<file path="config.mk">
export PLATFORM = sky130hd
export DESIGN_NAME = fetch_stage
export DESIGN_NICKNAME = d
export VERILOG_FILES = /design/src/rtl/fetch_stage.sv
export SDC_FILE = /design/constraint.sdc
export NUM_CORES = 1
export LEC_CHECK = 0
export CORE_UTILIZATION = 30
export DETAILED_ROUTE_END_ITERATION = 6
export PLACE_DENSITY = 0.75
export SLEW_MARGIN = 20
export SYNTH_ARGS = -nofsm -noshare
export SYNTH_HDL_FRONTEND = slang
export SYNTH_SLANG_ARGS = --single-unit
</file>
<file path="constraint.sdc">
create_clock -name clock -period 2.4 [get_ports clock]
set_input_delay 0.48 -clock clock [delete_from_list [all_inputs] [get_ports clock]]
set_output_delay 0.48 -clock clock [all_outputs]
set_load 0.02 [all_outputs]
</file>
<file path="src/rtl/fetch_stage.sv">
// fetch_stage -- instruction fetch PC register and next-PC selection.
//
// Holds the 32-bit fetch PC and picks the next fetch address each cycle.
// Execute-stage redirects (ALU target or PC+4 recovery) win over a Decode
// prediction, which wins over plain sequential fetch. Addresses pass through
// unaltered; misaligned targets are loaded as given.
//
// Ports:
//   clock               rising-edge clock for the PC register
//   async_reset         asynchronous active-high reset, PC_F -> 0
//   PC_source_E[1:0]    00/11 seq/prediction, 01 ALU target, 10 Execute PC+4
//   PC_plus_4_E[31:0]   PC+4 of the Execute instruction (mispredict recovery)
//   ALU_result_0_E[31:0] computed jump/branch target from Execute
//   enable_fetch        PC load enable, 0 stalls fetch
//   branch_prediction_D Decode predicted-taken flag
//   predicted_PC_D[31:0] Decode predicted target
//   PC_F[31:0]          current fetch address (registered)
//   PC_plus_4_F[31:0]   PC_F + 4, wraps modulo 2^32
//   misaligned_F        PC_F[1:0] != 0 (only with FETCH_MISALIGN_CHECK_EN)
//
// Optional feature macro: FETCH_MISALIGN_CHECK_EN adds misaligned_F.
module fetch_stage #(
  parameter int unsigned XLEN = 32
) (
  input  logic            clock,
  input  logic            async_reset,
  input  logic [1:0]      PC_source_E,
  input  logic [XLEN-1:0] PC_plus_4_E,
  input  logic [XLEN-1:0] ALU_result_0_E,
  input  logic            enable_fetch,
  input  logic            branch_prediction_D,
  input  logic [XLEN-1:0] predicted_PC_D,
`ifdef FETCH_MISALIGN_CHECK_EN
  output logic            misaligned_F,
`endif
  output logic [XLEN-1:0] PC_F,
  output logic [XLEN-1:0] PC_plus_4_F
);

  localparam logic [1:0] SRC_ALU     = 2'b01;
  localparam logic [1:0] SRC_RECOVER = 2'b10;

  typedef struct packed {
    logic            taken;
    logic [XLEN-1:0] target;
  } redirect_t;

  redirect_t       exe_redirect;
  logic [XLEN-1:0] next_pc;

  // Sequential address; carry out of bit XLEN-1 is dropped so the top word wraps to 0.
  assign PC_plus_4_F = PC_F + XLEN'(4);

  // Execute redirect. Select 11 is reserved and behaves like 00 (no redirect).
  always_comb begin
    exe_redirect = '0;
    case (PC_source_E)
      SRC_ALU:     exe_redirect = '{taken: 1'b1, target: ALU_result_0_E};
      SRC_RECOVER: exe_redirect = '{taken: 1'b1, target: PC_plus_4_E};
      default:     exe_redirect = '0;
    endcase
  end

  always_comb begin
    next_pc = PC_plus_4_F;
    if (exe_redirect.taken)       next_pc = exe_redirect.target;
    else if (branch_prediction_D) next_pc = predicted_PC_D;
  end

  always_ff @(posedge clock or posedge async_reset) begin
    if (async_reset)       PC_F <= '0;
    else if (enable_fetch) PC_F <= next_pc;
  end

`ifdef FETCH_MISALIGN_CHECK_EN
  // PC_F is zero during reset, so this is low then without extra gating.
  assign misaligned_F = |PC_F[1:0];
`endif

endmodule

</file>
==> run_results.csv <==
group,metric,value,unit
yosys,ys_dominant_reg_cell,"sky130_fd_sc_hd__dfrtp_1",
sta,hold_violations,0,
sta,setup_violation_total_in_the_final_timing_report,12,
run_status,failing_checks,"setup timing",
placed_design,routabilityCongestion,0.866,
yosys,synth-warning-count,0,
sta,clock-skew-final,0.00634,ns
setup_path,cp.arrival,2.08,ns
global_route,first_global_vias,4318,
die,floorplan.die_area,0.0103,mm2
yosys,synth-seq-cells,32,
run,max_cap_violations,0,
routing,route.detailed.vias_per_inst,5.55,
routing,drt-total-wl,13600,um
yosys,synth_fp_nets,476,
global_route,wire_length_of_the_first_global_routing_pass,20900,um
sta,finalWorstSetupSlack,-0.160,ns
clocking,clk_pin_slew,0.06,ns
yosys,mappedNetlistArea,0.00297,mm2
sta,fin_crit,2.56,ns
setup_path,crit_required,1.92,ns
yosys,yosysTopAreaCell,"sky130_fd_sc_hd__dfrtp_1",
yosys,synthArstFlopShare,100,%
layout,top_register,"PC_F",
placed_design,detailedPlacementHpwl,9980,um
die,top_level_ports,166,
sta,fin_setup_tns,-1.09,ns
global_route,initial_antenna_violation_count,0,
sta,period_share,107,%
placed_design,detailed_place.area,0.00544,mm2
setup_path,endpoint_kind,"output pin",
clocking,cts.sinks,32,
pwr,post-layout-total-power,2.84,mW
layout,largestRegisters,"PC_F (32)",
yosys,post_synth_inst_count,371,
sta,fin_worst_hold_slack,0.580,ns
clocking,cts-root-to-sink-buffers,2,
global_route,grt_max_degree,34,
routing,detailroute.via_count,4166,
routing,drc_errors,0,
sta,maxClockFrequency,0.391,GHz
yosys,netlist_top_cells_area,"sky130_fd_sc_hd__dfrtp_1 (27%), sky130_fd_sc_hd__a22o_1 (5.9%), sky130_fd_sc_hd__xnor2_1 (4.7%)",
layout,ff_latch_area,812,um2
pwr,leakagePower,2.54,nW
yosys,synth_top_cells_by_count,"sky130_fd_sc_hd__dfrtp_1 (32), sky130_fd_sc_hd__clkbuf_1 (29), sky130_fd_sc_hd__nand2_1 (26), sky130_fd_sc_hd__a22o_1 (20), sky130_fd_sc_hd__a21oi_1 (19)",
layout,layout-drive-gt1-share,32.2,%
clocking,cts_tree,"built",
layout,final_core_utilization,63.6,%
pwr,pwrdens,475,mW/mm2
die,dieWidth,102,um
layout,antenna_cells_inserted,0,
clocking,clk_latency,0.29,ns
layout,filler_cell_count,811,
sta,slew_viol_final,0,
yosys,post-synth-top-area-fraction,26.9,%
run_status,status,"finished, violations left",
setup_path,path_class,"reg -> out",
routing,drtAntennaViolNets,0,
clocking,htreeDepth,2,
setup_path,critical_path_peak_fanout,4,
die,fp.coreArea,0.00942,mm2
die,initial_core_util,31.6,%
yosys,synth_sequential_area_ratio,26.9,%
global_route,grt_overflow_total,0,
placed_design,io_buffer_count,165,
yosys,mean_cell_area_of_the_mapped_netlist,8.02,um2
routing,drtIter0Drc,222,
die,die_h,102,um
yosys,synth-edff-count,0,
clocking,cts_inserted_buffers,5,
sta,max_slew.worst_pin.slew,0.446,ns
layout,multiInputGateArea,0.00228,mm2
die,rows,35,
layout,largest_register_ffs,32,
sta,rsz0062_at_grt,"true",
layout,final_design_area_no_fill,0.00598,mm2
routing,avgRoutedWirePerCell,18.2,um
layout,synthToLayoutAreaGrowth,101,%
setup_path,setup.worst_path.start_class,"flop",
clocking,cts_root_buffer,"sky130_fd_sc_hd__clkbuf_8",
min_path,worst_min_delay_path_category,"reg -> reg",
sta,slew_margin_rel,70.1,%
yosys,synth.most_common_cell,"sky130_fd_sc_hd__dfrtp_1",
layout,layout.nets,726,
yosys,synth_cell_types,52,
pwr,vdd_drop_max,0.306,mV
global_route,gr-usage-all-layers,26.0,%
routing,drtPass1Iterations,4,
[worst max-delay path: stages, from the launching register on]
cell and delay [ns]:
sky130_fd_sc_hd__dfrtp_2 0.39, sky130_fd_sc_hd__nand4_1 0.17, sky130_fd_sc_hd__buf_6 0.19, sky130_fd_sc_hd__or4_4 0.52, sky130_fd_sc_hd__buf_4 0.17, sky130_fd_sc_hd__nor2_4 0.09
sky130_fd_sc_hd__xnor2_2 0.12, sky130_fd_sc_hd__buf_4 0.16
[cell type report]
class	instances	area share, %
Timing Repair Buffer	282	43.5
Multi-Input combinational cell	286	38.1
Sequential cell	32	13.6
Tap cell	129	2.70
Clock buffer	7	1.28
Inverter	14	0.941
[power by group]
part	internal, mW	total [mW]	switching (mW)
Sequential	0.636	0.721	0.0855
Combinational	0.871	1.72	0.850
Clock	0.200	0.402	0.202
Total	1.71	2.84	1.14
[cell usage in the layout (no fill, tap or decap), types with 5 or more instances in the layout]
cell type,Yosys,final
sky130_fd_sc_hd__xor2_1,10,8
sky130_fd_sc_hd__nor2_1,17,14
sky130_fd_sc_hd__inv_1,14,13
sky130_fd_sc_hd__a221oi_1,14,14
sky130_fd_sc_hd__xnor2_2,0,9
sky130_fd_sc_hd__a22oi_1,10,10
sky130_fd_sc_hd__buf_6,0,19
sky130_fd_sc_hd__o21ai_0,14,14
sky130_fd_sc_hd__a22o_1,20,20
sky130_fd_sc_hd__buf_12,0,5
sky130_fd_sc_hd__nand2_1,26,23
sky130_fd_sc_hd__dfrtp_2,0,9
sky130_fd_sc_hd__nand3_1,15,12
sky130_fd_sc_hd__xnor2_1,16,7
sky130_fd_sc_hd__o2bb2ai_1,5,5
sky130_fd_sc_hd__dfrtp_1,32,23
sky130_fd_sc_hd__nor4_4,0,5
sky130_fd_sc_hd__o22ai_1,5,5
sky130_fd_sc_hd__buf_4,2,109
sky130_fd_sc_hd__a21oi_1,19,19
sky130_fd_sc_hd__a221o_1,10,10
sky130_fd_sc_hd__clkbuf_8,0,5
sky130_fd_sc_hd__clkdlybuf4s50_1,0,138
sky130_fd_sc_hd__o211ai_1,9,9
sky130_fd_sc_hd__nor3_1,13,7
sky130_fd_sc_hd__a211oi_1,9,9
sky130_fd_sc_hd__nand4_1,9,9
[through the flow]
step / setup slack [ns] / std cells
floorplan: -0.0121 / 371
global placement: -0.400 / 717
detailed placement: -0.447 / 717
CTS: -0.218 / 733
global route: -0.257 / 750
finish: -0.160 / 750
[logic make-up after synthesis]
kind of cell             count (synthesis)  share of synthesized area [%]
adder cells (fa/ha/maj)                  3                           1.26
buffers and inverters                   53                           7.11
AO/OA/AOI/OAI                          142                           36.0
AND/OR/NAND/NOR                        114                           20.7
flip-flops                              32                           26.9
XOR/XNOR                                26                           7.66
multiplexers                             1                          0.337
[path summary, 6_finish.rpt]
kind                                    to  cells after the start  slack (ns)   startpoint
max                        PC_plus_4_F[23]                      7       -0.16      PC_F[6]
max in group asynchronous         PC_F[12]                      3        1.47  async_reset
min                                PC_F[1]                      2        0.58      PC_F[1]
max reg2reg                       PC_F[28]                      6        0.25      PC_F[6]
min in group asynchronous          PC_F[0]                      3        0.59  async_reset
min reg2reg                        PC_F[1]                      2        0.58      PC_F[1]
[per-layer routing]
| metal | vias up | track usage (%) | part of all wire, % |
|---|---|---|---|
| met5 | - | 0 | 0 |
| met4 | 0 | 7.80 | 1.4 |
| met3 | 20 | 6.07 | 8.2 |
| met2 | 196 | 47.4 | 52 |
| met1 | 2000 | 30.1 | 38 |
| li1 | 1950 | - | - |
[what timing repair did]
item / in CTS / in global routing
hold buffers: 0 / 0
setup buffers: 9 / 18
gates resized for setup: 135 / 51
endpoints found under the setup margin: 29 / 30
hold endpoints to repair: 0 / 0
pin swaps: 8 / 23
Note: power is estimated with default switching activity, not from simulation.
